$ cat src/rtl/gmii_tx_sched.sv
// Gigabit Ethernet transmit scheduler: round-robin between two frame sources,
// emits preamble/SFD, streams and pads payload, then reserves FCS tail and IFG.
module gmii_tx_sched #(
  parameter int PRE_LEN = 7,
  parameter int IFG_LEN = 12,
  parameter int MIN_LEN = 60,
  parameter int MAX_LEN = 1514
) (
  input  logic        sclk,
  input  logic        rst,
  input  logic        req0,
  input  logic        req1,
  input  logic [10:0] len0,
  input  logic [10:0] len1,
  input  logic        err0,
  input  logic        err1,
  input  logic [7:0]  data0,
  input  logic [7:0]  data1,
  output logic        gnt0,
  output logic        gnt1,
  output logic        rd0,
  output logic        rd1,
  output logic        dsin_o,
  output logic [7:0]  din_o,
  output logic        pre_flag_o,
  output logic        crc_err_en_o,
  output logic        busy,
  output logic        tx_done
);

  localparam logic [10:0] PreLast  = 11'(PRE_LEN - 1);
  localparam logic [10:0] IfgLast  = 11'(IFG_LEN - 1);
  localparam logic [10:0] TailLast = 11'd3;
  localparam logic [10:0] MinLen   = 11'(MIN_LEN);
  localparam logic [10:0] MaxLen   = 11'(MAX_LEN);

  typedef enum logic [2:0] {IDLE, PRE, SFD, DATA, TAIL, IFG} stateT;

  stateT       state_q, state_d;
  logic [10:0] cnt_q, cnt_d;
  logic        src_q;
  logic        ptr_q;
  logic [10:0] effLen_q;
  logic [10:0] rdLen_q;

  logic        gnt0_q, gnt0_d;
  logic        gnt1_q, gnt1_d;
  logic        rd0_q, rd0_d;
  logic        rd1_q, rd1_d;
  logic        dsin_q, dsin_d;
  logic [7:0]  din_q, din_d;
  logic        pre_q, pre_d;
  logic        crcErr_q, crcErr_d;
  logic        txDone_q, txDone_d;

  logic        grant;
  logic        winner;
  logic [10:0] winLen;
  logic        winErr;
  logic [10:0] clampLen;
  logic [10:0] padLen;
  logic        rdAct;

  // On a tie the pointer decides; otherwise the only requester wins.
  always_comb begin
    grant    = (state_q == IDLE) && (req0 || req1);
    winner   = (req0 && req1) ? ptr_q : req1;
    winLen   = winner ? len1 : len0;
    winErr   = winner ? err1 : err0;
    clampLen = (winLen > MaxLen) ? MaxLen : winLen;
    padLen   = (clampLen < MinLen) ? MinLen : clampLen;
  end

  always_ff @(posedge sclk) begin
    if (rst) begin
      src_q    <= 1'b0;
      ptr_q    <= 1'b0;
      effLen_q <= '0;
      rdLen_q  <= '0;
    end else if (grant) begin
      src_q    <= winner;
      ptr_q    <= ~winner;
      effLen_q <= padLen;
      rdLen_q  <= clampLen;
    end
  end

  always_ff @(posedge sclk) begin
    if (rst) begin
      state_q <= IDLE;
      cnt_q   <= '0;
    end else begin
      state_q <= state_d;
      cnt_q   <= cnt_d;
    end
  end

  always_comb begin
    state_d = state_q;
    cnt_d   = cnt_q + 11'd1;
    case (state_q)
      IDLE: begin
        cnt_d = '0;
        if (grant) state_d = PRE;
      end
      PRE: begin
        if (cnt_q == PreLast) begin
          state_d = SFD;
          cnt_d   = '0;
        end
      end
      SFD: begin
        state_d = DATA;
        cnt_d   = '0;
      end
      DATA: begin
        if (cnt_q == effLen_q - 11'd1) begin
          state_d = TAIL;
          cnt_d   = '0;
        end
      end
      TAIL: begin
        if (cnt_q == TailLast) begin
          state_d = IFG;
          cnt_d   = '0;
        end
      end
      IFG: begin
        if (cnt_q == IfgLast) begin
          state_d = IDLE;
          cnt_d   = '0;
        end
      end
      default: begin
        state_d = IDLE;
        cnt_d   = '0;
      end
    endcase
  end

  // Outputs are computed from the next state so the registered values line
  // up with the state the FSM is in; din carries the byte read on the last rd.
  always_comb begin
    gnt0_d   = grant && !winner;
    gnt1_d   = grant && winner;
    dsin_d   = (state_d == PRE) || (state_d == SFD) || (state_d == DATA);
    pre_d    = (state_d == PRE) || (state_d == SFD);
    crcErr_d = grant ? winErr : crcErr_q;
    txDone_d = (state_q == TAIL) && (state_d == IFG);
    rdAct    = 1'b0;
    din_d    = 8'h00;
    case (state_d)
      PRE: din_d = 8'h55;
      SFD: begin
        din_d = 8'hD5;
        rdAct = (rdLen_q != 11'd0);
      end
      DATA: begin
        rdAct = ({1'b0, cnt_d} + 12'd1) < {1'b0, rdLen_q};
        if (cnt_d < rdLen_q) din_d = src_q ? data1 : data0;
      end
      default: din_d = 8'h00;
    endcase
    rd0_d = rdAct && !src_q;
    rd1_d = rdAct && src_q;
  end

  always_ff @(posedge sclk) begin
    if (rst) begin
      gnt0_q   <= 1'b0;
      gnt1_q   <= 1'b0;
      rd0_q    <= 1'b0;
      rd1_q    <= 1'b0;
      dsin_q   <= 1'b0;
      din_q    <= 8'h00;
      pre_q    <= 1'b0;
      crcErr_q <= 1'b0;
      txDone_q <= 1'b0;
    end else begin
      gnt0_q   <= gnt0_d;
      gnt1_q   <= gnt1_d;
      rd0_q    <= rd0_d;
      rd1_q    <= rd1_d;
      dsin_q   <= dsin_d;
      din_q    <= din_d;
      pre_q    <= pre_d;
      crcErr_q <= crcErr_d;
      txDone_q <= txDone_d;
    end
  end

  assign gnt0         = gnt0_q;
  assign gnt1         = gnt1_q;
  assign rd0          = rd0_q;
  assign rd1          = rd1_q;
  assign dsin_o       = dsin_q;
  assign din_o        = din_q;
  assign pre_flag_o   = pre_q;
  assign crc_err_en_o = crcErr_q;
  assign tx_done      = txDone_q;
  assign busy         = (state_q != IDLE);

endmodule

$ cat config.mk
export PLATFORM = sky130hd
export DESIGN_NAME = gmii_tx_sched
export DESIGN_NICKNAME = d
export VERILOG_FILES = /design/src/rtl/gmii_tx_sched.sv
export SDC_FILE = /design/constraint.sdc
export NUM_CORES = 1
export LEC_CHECK = 0
export ABC_AREA = 1
export BUFFER_PORTS_ARGS = -buffer_cell sky130_fd_sc_hd__buf_4
export CAP_MARGIN = 25
export CORE_AREA = 2 2 100 102
export DETAILED_ROUTE_END_ITERATION = 16
export DIE_AREA = 0 0 102 104
export PLACE_DENSITY = 0.6
export SYNTH_ARGS = -nofsm -noshare
export SYNTH_HDL_FRONTEND = slang
export SYNTH_SLANG_ARGS = --single-unit
$ cat constraint.sdc
create_clock -name sclk -period 4.7 [get_ports sclk]
set_input_delay 0.705 -clock sclk [delete_from_list [all_inputs] [get_ports sclk]]
set_output_delay 0.705 -clock sclk [all_outputs]
set_load 0.02 [all_outputs]
==> run_results.csv, run 1 <==
group,metric,value,unit
synthesis,synth_edf_count,0,
synthesis,ys_ff_latch,54,
pwr,p_sw_share,32.8,%
cells_and_area,diodes,0,
clock_network,root_buffer,"clkbuf_8",
sta,fmax,286,MHz
cells_and_area,register_area,0.00108,mm^2
sta,fin_crit_sh,74.3,%
global_routing,grt_overflow_total,0,
clock_network,numCtsBuffers,5,
cells_and_area,area_growth,18.5,%
run,maxCapViolCount,0,
floorplanning,rows,36,
global_routing,grt_first_pass_wirelength,16.1,mm
sta,setup_tns,0,ns
synthesis,syn_avg_cell_area,6.75,um^2
worst_setup_path,cp-start-kind,"register",
synthesis,synth_nets,618,
worst_setup_path,critical_path_arrival,3.74,ns
sta,grt_setup_unrepaired,"no",
pwr,p_clk_share,28.5,%
cells_and_area,layout-drive-gt1-share,19.1,%
clock_network,clkLatencyLatePin,0.31,ns
synthesis,postSynthCellCount,550,
detailed_routing,drc,0,
floorplanning,floorplan.die_area,0.0106,mm^2
clock_network,cts-resized-gates,0,
synthesis,synth_seq_area_share,29.1,%
sta,skew,0.00934,ns
detailed_routing,wl_per_cell,12.8,um
global_routing,antenna_found_initial,0,
worst_setup_path,endpoint_kind,"register",
pwr,ir_worst_vdd,0.000176,V
pwr,p_int,772,uW
placed_design,place_ws,1.28,ns
placed_design,gp_congestion,0.861,
min_path,min_path_type,"register to register",
clock_network,clock-sinks,54,
floorplanning,start_util,38.9,%
cells_and_area,multi_input_area,0.00224,mm^2
sta,timing.final.ws_setup,1.21,ns
detailed_routing,antenna_left,0,
synthesis,synthDistinctLibCells,47,
worst_setup_path,crit_type,"register to register",
clock_network,cts_buffer_depth,2,
worst_setup_path,cp_data_required_time,4.94,ns
pwr,p_leak,0.00221,uW
global_routing,grt_pass1_vias,3457,
synthesis,syn_area,0.00371,mm^2
detailed_routing,via_per_inst,4.85,
clock_network,clk_pin_slew_worst_paths,0.11,ns
global_routing,grt_max_degree,36,
pwr,power_frac_comb,26.5,%
sta,worst_pin_slew,0.715,ns
floorplanning,die_h,104,um
sta,slew_headroom,52.0,%
pwr,power_density,261,mW/mm^2
sta,final_max_slew_viol_count,0,
sta,hold_violations,0,
detailed_routing,vias,3586,
placed_design,place_hpwl,7.66,mm
synthesis,yosysWarnings,0,
pwr,power_switching,377,uW
status,status,"completed",
pwr,seqPwrFrac,45.0,%
worst_setup_path,critPathMaxFanout,16,
cells_and_area,final_common_cell,"nand2_1",
clock_network,htreeDepth,2,
cells_and_area,num-fill-cells,996,
global_routing,grtUsageTotal,18.7,%
detailed_routing,firstDrtPassIters,4,
cells_and_area,layout_common_cells,"125 x nand2_1, 75 x inv_1, 62 x buf_4",
floorplanning,chipWidth,102,um
sta,finalSetupViolCount,0,
floorplanning,core,0.00955,mm^2
detailed_routing,wl,9.44,mm
sta,fin_crit,3.49,ns
cells_and_area,fin_nets,674,
cells_and_area,final_util,46.1,%
clock_network,ctsHoldBuffers,0,
synthesis,synth_ff_type,"dfxtp_1",
synthesis,async_reset_ff_share,0,%
floorplanning,io_pins,61,
clock_network,cts_tree,"yes",
placed_design,placement.io_buffers,60,
detailed_routing,drtIter0Drc,174,
clock_network,post-cts-setup-buffers,0,
[synthesized netlist by cell type, types with 2 or more instances]
cell type	instances	share of area, %
or2_2	3	0.51
xnor2_1	5	1.2
or2_1	2	0.34
ha_1	24	8.1
o21ai_1	12	1.6
nor3_1	12	1.6
o21ai_0	20	2.7
nor4_1	4	0.67
a211oi_1	4	0.81
inv_2	12	1.2
nand2_1	125	13
a31oi_1	2	0.34
nand2_2	7	1.2
clkinv_1	2	0.20
a21oi_1	32	4.3
nor2_4	3	0.91
nand4_1	6	1.0
inv_1	75	7.6
nor2_2	3	0.51
nand3_1	36	4.9
o221ai_1	2	0.47
clkbuf_1	10	1.0
nor2_1	53	5.4
xor2_1	9	2.1
mux2i_1	2	0.54
nand3_2	6	1.6
o211a_1	2	0.54
nor3_2	2	0.54
nand2_4	3	0.91
dfxtp_1	54	29
nor4_2	2	0.67
[power groups by stage]
stage / Clock (uW) / Combinational, uW / Sequential, uW
6_report: 328 / 304 / 517
5_1_grt: 356 / 347 / 522
4_1_cts: 337 / 307 / 517
3_5_place_dp: 0 / 305 / 527
3_3_place_gp: 0 / 300 / 527
2_1_floorplan: 0 / 214 / 525
[flip-flops by register name (all words and copies together), names as in the netlist, 3 cells and up]
name / cells
effLen_q: 11
din_o: 8
state_q: 3
rdLen_q: 11
cnt_q: 11
[metrics by stage]
| stage | std cells | power (uW) | cell area [um^2] | hold WS [ns] |
|---|---|---|---|---|
| final | 740 | 1150 | 4400 | 0.465 |
| after global routing | 740 | 1220 | 4400 | 0.486 |
| after CTS | 740 | 1160 | 4400 | 0.471 |
| after detailed placement | 732 | 832 | 4280 | 0.451 |
| after global placement | 732 | 827 | 4280 | 0.451 |
| after floorplan | 550 | 739 | 3710 | 0.437 |
[worst max-delay path: stages, from the launching register on]
cell and delay (ns):
dfxtp_1 0.43, ha_1 0.29, inv_1 0.06, nor2_1 0.16, inv_1 0.07, nor4_2 0.31, nor2_1 0.07, nor2_1 0.19
nand2_4 0.16, inv_1 0.10, nor2_1 0.07, ha_1 0.25, nand2_1 0.10, o21ai_0 0.07, o21ai_0 0.09, inv_1 0.07
ha_1 0.18, a21oi_1 0.15, nor2_1 0.05, a211oi_1 0.20, nand2_1 0.10, nand2_1 0.06, nand2_1 0.06, a21oi_1 0.12
[kinds of logic after synthesis]
logic type / synth area share, %
AND/OR/NAND/NOR: 35.0
buffers and inverters: 10.6
AO/OA/AOI/OAI: 12.7
flip-flops: 29.1
adder cells (fa/ha/maj): 8.09
XOR/XNOR: 3.91
multiplexers: 0.539
[worst paths after layout]
check	from	endpoint	slack [ns]	cells past startpoint
max	cnt_q[1]$_SDFF_PP0_	rd1$_SDFF_PP0_	1.21	23
min	ptr_q$_SDFFE_PP0P_	ptr_q$_SDFFE_PP0P_	0.47	2
max reg2reg	cnt_q[1]$_SDFF_PP0_	rd1$_SDFF_PP0_	1.21	23
min reg2reg	ptr_q$_SDFFE_PP0P_	ptr_q$_SDFFE_PP0P_	0.47	2
[layout make-up]
| type | instances | share of cell area (%) |
|---|---|---|
| Clock buffer | 5 | 1.56 |
| Clock inverter | 3 | 1.11 |
| Inverter | 89 | 7.59 |
| Multi-Input combinational cell | 394 | 50.8 |
| Sequential cell | 54 | 24.6 |
| Tap cell | 133 | 3.78 |
| Timing Repair Buffer | 62 | 10.6 |
[layer usage]
layer / global-route usage [%] / vias to the layer above / share of wire [%]
met1: 25.2 / 1599 / 47
met5: 0 / - / 0
met4: 4.57 / 0 / 1.4
met2: 30.8 / 93 / 47
met3: 3.09 / 10 / 4.9
li1: - / 1884 / -
Power figures use the tool's default switching activity.
==> inputs of run 2 (changes only) <==
--- a/config.mk
+++ b/config.mk
@@ -5,13 +5,13 @@
 export SDC_FILE = /design/constraint.sdc
 export NUM_CORES = 1
 export LEC_CHECK = 0
-export ABC_AREA = 1
+export ABC_AREA = 0
 export BUFFER_PORTS_ARGS = -buffer_cell sky130_fd_sc_hd__buf_4
 export CAP_MARGIN = 25
 export CORE_AREA = 2 2 100 102
 export DETAILED_ROUTE_END_ITERATION = 16
 export DIE_AREA = 0 0 102 104
-export PLACE_DENSITY = 0.6
+export PLACE_DENSITY = 0.62
 export SYNTH_ARGS = -nofsm -noshare
 export SYNTH_HDL_FRONTEND = slang
 export SYNTH_SLANG_ARGS = --single-unit
==> constraint.sdc (replaced) <==
create_clock -name sclk -period 3.1 [get_ports sclk]
set_input_delay 0.465 -clock sclk [delete_from_list [all_inputs] [get_ports sclk]]
set_output_delay 0.465 -clock sclk [all_outputs]
set_load 0.02 [all_outputs]
==> run 2 against run 1 <==
Against the previous run: the flow now finishes with violations (negative setup slack); clock-buffer cell count did not move; combinational power rose by 120%; global-route usage rose by 4.6 points; sequential cell count did not move; final cell count fell by 0.81%; largest cell class unchanged.
==> run_results.csv, run 2 <==
group,metric,value,unit
clock_network,cts_tree,"yes",
cells_and_area,diodes,0,
pwr,power_switching,647,uW
clock_network,cts_buffer_depth,2,
synthesis,yosysTopAreaCellShare,28.8,%
pwr,power_density,349,mW/mm^2
synthesis,syn_avg_cell_area,8.15,um^2
pwr,ir_worst_vdd,0.000229,V
floorplanning,io_pins,61,
sta,fmax,264,MHz
synthesis,yosysWarnings,0,
synthesis,synth_commonest_cells,"54 x dfxtp_1, 50 x nor2_1, 28 x nor3_1",
synthesis,synth_area_leader_cell,"dfxtp_1",
clock_network,clock-sinks,54,
status,violations,"negative setup slack",
cells_and_area,final_util,56.7,%
synthesis,synth-compound-area-share,21.8,%
clock_network,numCtsBuffers,5,
sta,grt_setup_unrepaired,"yes",
detailed_routing,wl,12.1,mm
sta,fin_crit_sh,122,%
cells_and_area,layout_common_cells,"149 x buf_4, 46 x dfxtp_1, 44 x nor2_1",
synthesis,syn_area,0.00375,mm^2
placed_design,gp_congestion,0.942,
detailed_routing,wl_per_cell,16.5,um
synthesis,ys_top_cells_by_area,"dfxtp_1 29%, ha_1 8.0%, nor2_1 5.0%",
global_routing,antenna_found_initial,0,
synthesis,synth_seq_area_share,28.8,%
worst_setup_path,critical_path_arrival,4.01,ns
pwr,p_int,1240,uW
synthesis,ys_ff_latch,54,
cells_and_area,final_cells,734,
cells_and_area,layout-drive-gt1-share,39.1,%
worst_setup_path,cp-start-kind,"register",
synthesis,synthMuxAreaShare,4.90,%
sta,skew,0.0101,ns
worst_setup_path,crit_slowest_cell,"or3_4",
detailed_routing,firstDrtPassIters,5,
cells_and_area,fin_nets,668,
global_routing,grtUsageTotal,23.3,%
synthesis,synth_nets,528,
cells_and_area,top_regs,"cnt_q: 11 flops, effLen_q: 11 flops, rdLen_q: 11 flops",
cells_and_area,area_growth,44.4,%
global_routing,grt_max_degree,33,
min_path,min_path_type,"register to register",
floorplanning,start_util,39.3,%
sta,fin_crit,3.78,ns
clock_network,clkLatencyLatePin,0.31,ns
sta,timing.final.ws_setup,-0.682,ns
floorplanning,die_h,104,um
synthesis,synth-adder-area-share,8.01,%
worst_setup_path,crit_type,"register to register",
sta,worst_pin_slew,0.958,ns
worst_setup_path,critPathBufInv,5,
sta,setup_tns,-6.10,ns
detailed_routing,drc,0,
synthesis,synth_ff_type,"dfxtp_1",
worst_setup_path,cpPeakStageDelay,0.38,ns
worst_setup_path,cp_common_cell,"buf_6",
synthesis,synth_top_family_by_area,"simple AND/OR/NAND/NOR gates",
pwr,p_leak,0.00236,uW
pwr,power,1890,uW
pwr,p_sw_share,34.2,%
synthesis,yosysMostFrequentCell,"dfxtp_1",
global_routing,grt_overflow_total,0,
floorplanning,chipWidth,102,um
global_routing,gr-usage-met2,37.2,%
worst_setup_path,endpoint_kind,"register",
detailed_routing,drtIter0Drc,256,
pwr,power_frac_comb,35.9,%
synthesis,postSynthCellCount,460,
clock_network,root_buffer,"clkbuf_8",
cells_and_area,final_common_cell,"buf_4",
global_routing,grt_first_pass_wirelength,19.9,mm
sta,hold_violations,0,
detailed_routing,vias,3979,
worst_setup_path,critPathMaxFanout,8,
pwr,p_clk_share,22.7,%
detailed_routing,via_per_inst,5.42,
status,status,"finished with violations",
worst_setup_path,path_cells,"buf_6 > or3_4 > or2_1 > a221oi_2 > o22ai_2 > o21bai_2 > and2_4 > buf_6 > buf_6 > nor2_1 > ha_1 > a21o_1 > a21oi_2 > nor2_1 > a2111oi_2 > buf_4 > nand2_2 > buf_8 > o32ai_2",
pwr,seqPwrFrac,41.4,%
worst_setup_path,cp_top_family,"compound AO/OA/AOI/OAI gates",
cells_and_area,final_cell_area,0.00542,mm^2
detailed_routing,antenna_left,0,
global_routing,use_met1,32.6,%
global_routing,grt.busiest_layer,"met2",
clock_network,htreeDepth,2,
floorplanning,core,0.00955,mm^2
sta,finalSetupViolCount,10,
global_routing,grt_pass1_vias,3971,
floorplanning,rows,36,
placed_design,place_hpwl,9.45,mm
synthesis,synth_xor_area_share,6.07,%
synthesis,synth_edf_count,0,
floorplanning,floorplan.die_area,0.0106,mm^2
clock_network,clk_pin_slew_worst_paths,0.11,ns
placed_design,placed_area,0.00500,mm^2
worst_setup_path,cp_data_required_time,3.33,ns
sta,final_max_slew_viol_count,0,
synthesis,synthSimpleGateAreaFrac,25.0,%
synthesis,async_reset_ff_share,0,%
sta,slew_headroom,35.4,%
placed_design,placement.io_buffers,60,
global_routing,grtUsageMet3,3.36,%
placed_design,place_inst,719,
run,maxCapViolCount,0,
synthesis,synthDistinctLibCells,69,
==> run 2: cell types whose count changed after synthesis, moves of 7 or more <==
| cell | before | now |
|---|---|---|
| a21o_1 | 0 | 8 |
| o21ai_1 | 12 | 2 |
| inv_2 | 12 | 0 |
| nor3_1 | 12 | 28 |
| a21oi_1 | 32 | 21 |
| xnor2_1 | 5 | 13 |
| mux2i_1 | 2 | 15 |
| nand2b_1 | 0 | 7 |
| nand3_1 | 36 | 13 |
| inv_1 | 75 | 22 |
| nand2_1 | 125 | 19 |
| a31oi_1 | 2 | 11 |
==> run 2: cell type report <==
| class | count | area [um^2] |
|---|---|---|
| Fill cell | 904 | 4130 |
| Timing Repair Buffer | 157 | 1210 |
| Tap cell | 133 | 166 |
| Clock inverter | 3 | 26.3 |
| Inverter | 22 | 82.6 |
| Clock buffer | 5 | 68.8 |
| Multi-Input combinational cell | 360 | 2770 |
| Sequential cell | 54 | 1090 |
==> run 2: power groups by stage <==
| stage | clock network [uW] | registers, uW | logic, uW |
|---|---|---|---|
| finish | 429 | 783 | 679 |
| global route | 456 | 789 | 737 |
| CTS | 433 | 782 | 644 |
| detailed placement | 0 | 796 | 598 |
| global placement | 0 | 795 | 585 |
| floorplan | 0 | 804 | 338 |
==> run 2: routing by layer <==
metal  part of all wire, %  wire [um]  vias up
met2                    48       5800      105
met1                    46       5530     1888
met5                     0          0        -
met4                   1.9        225        0
li1                      -          -     1966
met3                   4.8        582       20
==> run 2: logic make-up (layout without fill, tap and decap cells) <==
kind of cell,count (synthesis),after routing
flip-flops,54,54
buffers and inverters,46,187
adder cells (fa/ha/maj),24,24
AND/OR/NAND/NOR,176,176
multiplexers,18,18
XOR/XNOR,26,26
AO/OA/AOI/OAI,116,116
==> run 2: what timing repair did <==
| item | CTS | global route |
|---|---|---|
| endpoints found under the setup margin | 10 | 10 |
| resized for setup | 33 | 25 |
| endpoints found under the hold margin | 0 | 0 |
| hold buffers | 0 | 0 |
| setup buffers | 5 | 3 |
| pin swaps | 23 | 17 |
==> run 2: path summary, 6_finish.rpt <==
check                           startpoint                   to  slack (ns)  depth (start not counted)
hold reg to reg      state_q[0]$_SDFF_PP0_   tx_done$_SDFF_PP0_        0.49                          1
setup reg to reg  effLen_q[0]$_SDFFE_PP0P_  din_o[7]$_SDFF_PP0_       -0.68                         19
setup / recovery  effLen_q[0]$_SDFFE_PP0P_  din_o[7]$_SDFF_PP0_       -0.68                         19
hold / removal       state_q[0]$_SDFF_PP0_   tx_done$_SDFF_PP0_        0.49                          1
==> run 2: worst reg2reg max path, cell delays in order (launching register included) <==
cell,delay (ns)
dfxtp_2,0.35
buf_6,0.13
or3_4,0.38
or2_1,0.23
a221oi_2,0.29
o22ai_2,0.13
o21bai_2,0.17
and2_4,0.22
buf_6,0.13
buf_6,0.12
nor2_1,0.05
ha_1,0.31
a21o_1,0.18
a21oi_2,0.13
nor2_1,0.06
a2111oi_2,0.20
buf_4,0.17
nand2_2,0.06
buf_8,0.16
o32ai_2,0.23
==> run 2: metrics by stage <==
step | hold slack (ns) | setup WS, ns
CTS | 0.477 | -0.689
global route | 0.502 | -0.845
global placement | 0.482 | -0.777
detailed placement | 0.475 | -0.858
floorplan | 0.449 | -0.757
finish | 0.492 | -0.682
==> inputs of run 3 (changes only) <==
--- a/config.mk
+++ b/config.mk
@@ -11,7 +11,6 @@
 export CORE_AREA = 2 2 100 102
 export DETAILED_ROUTE_END_ITERATION = 16
 export DIE_AREA = 0 0 102 104
-export PLACE_DENSITY = 0.62
 export SYNTH_ARGS = -nofsm -noshare
 export SYNTH_HDL_FRONTEND = slang
 export SYNTH_SLANG_ARGS = --single-unit
==> run 3 against run 2 <==
Against the previous run: routed wire length rose by 0.61%; the flow still finishes with violations (negative setup slack); cell area rose by 0.65%; first-iteration DRC count fell by 41%; fmax barely moved; sequential cell count did not move; critical path depth rose by 2; worst setup slack got worse by 0.0010 ns; non-clock buffer count rose by 5; via count fell by 1.6%; critical path type unchanged; global-route usage rose by 0.12 points; die area did not move; largest cell class unchanged; critical endpoint is now rd0$_SDFF_PP0_; combinational power fell by 4.6%.
==> run_results.csv, run 3 (synthesis gave the netlist of run 2 again) <==
group,metric,value,unit
sta,grt_setup_unrepaired,"yes",
sta,hold_ws,0.483,ns
sta,fin_crit,3.78,ns
pwr,p_sw_share,34.2,%
worst_setup_path,endpoint_kind,"register",
global_routing,grt_max_degree,26,
worst_setup_path,worstRegToRegCells,21,
detailed_routing,met2_length,6.11,mm
sta,finalSetupViolCount,10,
placed_design,gp_congestion,0.937,
global_routing,grt_pass1_vias,3851,
sta,worst_pin_slew,0.759,ns
detailed_routing,antenna_left,0,
min_path,whs_path_depth,3,
global_routing,grt_overflow_total,0,
worst_setup_path,critPathMaxFanout,7,
status,violations,"negative setup slack",
pwr,p_int,1230,uW
clock_network,numCtsBuffers,5,
pwr,power_frac_comb,34.7,%
sta,skew,0.0134,ns
pwr,p_clk_share,23.1,%
floorplanning,floorplan.die_area,0.0106,mm^2
clock_network,clock-sinks,54,
detailed_routing,wl,12.2,mm
sta,fin_crit_sh,122,%
sta,timing.final.ws_setup,-0.683,ns
detailed_routing,wl_per_cell,16.5,um
clock_network,clk_pin_slew_worst_paths,0.11,ns
sta,fmax,264,MHz
pwr,ir_worst_vdd,0.000196,V
floorplanning,die_h,104,um
cells_and_area,layout_common_cells,"156 x buf_4, 46 x nor2_1, 46 x dfxtp_1",
clock_network,htreeDepth,2,
detailed_routing,highest_layer,"met4",
detailed_routing,drtIter0Drc,152,
pwr,power_switching,639,uW
placed_design,place_hpwl,9.52,mm
worst_setup_path,crit_type,"register to register",
cells_and_area,final_util,57.1,%
detailed_routing,drc,0,
cells_and_area,area_growth,45.4,%
clock_network,cts_buffer_depth,2,
placed_design,placement.io_buffers,60,
pwr,p_leak,0.00239,uW
pwr,power,1870,uW
worst_setup_path,cp-start-kind,"register",
sta,hold_violations,0,
sta,final_max_slew_viol_count,0,
global_routing,antenna_found_initial,0,
detailed_routing,drt-met1-wl,5.31,mm
global_routing,grtUsageTotal,23.4,%
pwr,power_density,342,mW/mm^2
floorplanning,core,0.00955,mm^2
pwr,seqPwrFrac,42.2,%
floorplanning,start_util,39.3,%
detailed_routing,vias,3916,
cells_and_area,fin_nets,673,
min_path,min_path_type,"input pin to register",
clock_network,clkLatencyLatePin,0.32,ns
status,status,"finished with violations",
detailed_routing,dr_wl_met3,565,um
floorplanning,chipWidth,102,um
cells_and_area,final_common_cell,"buf_4",
worst_setup_path,crit_slowest_cell,"dfxtp_4",
detailed_routing,firstDrtPassIters,5,
worst_setup_path,cp_data_required_time,3.28,ns
clock_network,root_buffer,"clkbuf_8",
cells_and_area,diodes,0,
worst_setup_path,critical_path_arrival,3.96,ns
detailed_routing,via_per_inst,5.30,
clock_network,cts_tree,"yes",
cells_and_area,num-fill-cells,900,
sta,slew_headroom,48.7,%
run,maxCapViolCount,0,
cells_and_area,layout-drive-gt1-share,38.9,%
floorplanning,io_pins,61,
worst_setup_path,cpPeakStageDelay,0.36,ns
cells_and_area,top_regs,"cnt_q: 11 flops, effLen_q: 11 flops, rdLen_q: 11 flops",
global_routing,grt_first_pass_wirelength,19.5,mm
floorplanning,rows,36,
worst_setup_path,path_cells,"buf_6 > nor4_4 > a221o_1 > o311ai_2 > o22ai_2 > o21bai_2 > and2_4 > nor2_4 > ha_4 > o211a_4 > nand3_4 > nor4b_4 > xor2_1 > nor2_1 > ha_1 > nand3_2 > nor3_2 > nand2_2 > nor2_2 > a31o_1 > nor4_2",
clock_network,ctsHoldBuffers,0,
-- run 3: cell count changes in the layout (fill, tap and decap cells not counted), sizes merged --
cell	delta
buf	+5
clkinv	+2
inv	-2
-- run 3: final timing paths --
kind	endpoint	slack (ns)	from
max	rd0$_SDFF_PP0_	-0.68	effLen_q[4]$_SDFFE_PP0P_
min	din_o[1]$_SDFF_PP0_	0.48	data0[1]
max reg2reg	rd0$_SDFF_PP0_	-0.68	effLen_q[4]$_SDFFE_PP0P_
min reg2reg	rdLen_q[9]$_SDFFE_PP0P_	0.50	rdLen_q[9]$_SDFFE_PP0P_
-- run 3: area by class of cell --
cell class                      count  area (um^2)  area share, %
Clock buffer                        5         68.8           1.26
Timing Repair Buffer              162         1250           22.9
Inverter                           22         82.6           1.51
Multi-Input combinational cell    360         2760           50.7
Sequential cell                    54         1100           20.1
Tap cell                          133          166           3.05
Clock inverter                      3         28.8          0.528
-- run 3: power by group through the flow --
| stage | Combinational, uW | Clock [uW] | Sequential [uW] |
|---|---|---|---|
| global route | 708 | 468 | 795 |
| CTS | 622 | 443 | 788 |
| finish | 648 | 430 | 788 |
| global placement | 568 | 0 | 800 |
| detailed placement | 580 | 0 | 801 |
| floorplan | 338 | 0 | 804 |
-- run 3: per-stage QoR --
stage          std cells  worst slack (ns)  instance area (um^2)  setup TNS, ns
2_1_floorplan        460            -0.757                  3840          -6.10
3_3_place_gp         717            -0.823                  5010          -7.53
3_5_place_dp         717            -0.889                  5010          -8.51
4_1_cts              733            -0.640                  5310          -5.61
5_1_grt              739            -0.942                  5450          -7.55
6_report             739            -0.683                  5450          -5.92
-- run 3: critical path, delay by kind of cell, from the launching register on --
kind | cells | cell delay [ns]
AND/OR/NAND/NOR | 11 | 1.57
AO/OA/AOI/OAI | 6 | 0.99
adder cells (fa/ha/maj) | 2 | 0.45
flip-flops | 1 | 0.36
XOR/XNOR | 1 | 0.17
buffers and inverters | 1 | 0.11
-- run 3: what timing repair did --
item                       4_1_cts  5_1_grt
gates resized for setup         31       19
buffers inserted                 9        6
pin swaps                       28       21
setup endpoints to repair       10       10
-- run 3: per-layer routing --
| metal | up-vias | track usage (%) |
|---|---|---|
| met5 | - | 0 |
| met4 | 0 | 5.90 |
| met3 | 18 | 3.29 |
| met2 | 91 | 39.6 |
| met1 | 1831 | 31.0 |
| li1 | 1976 | - |
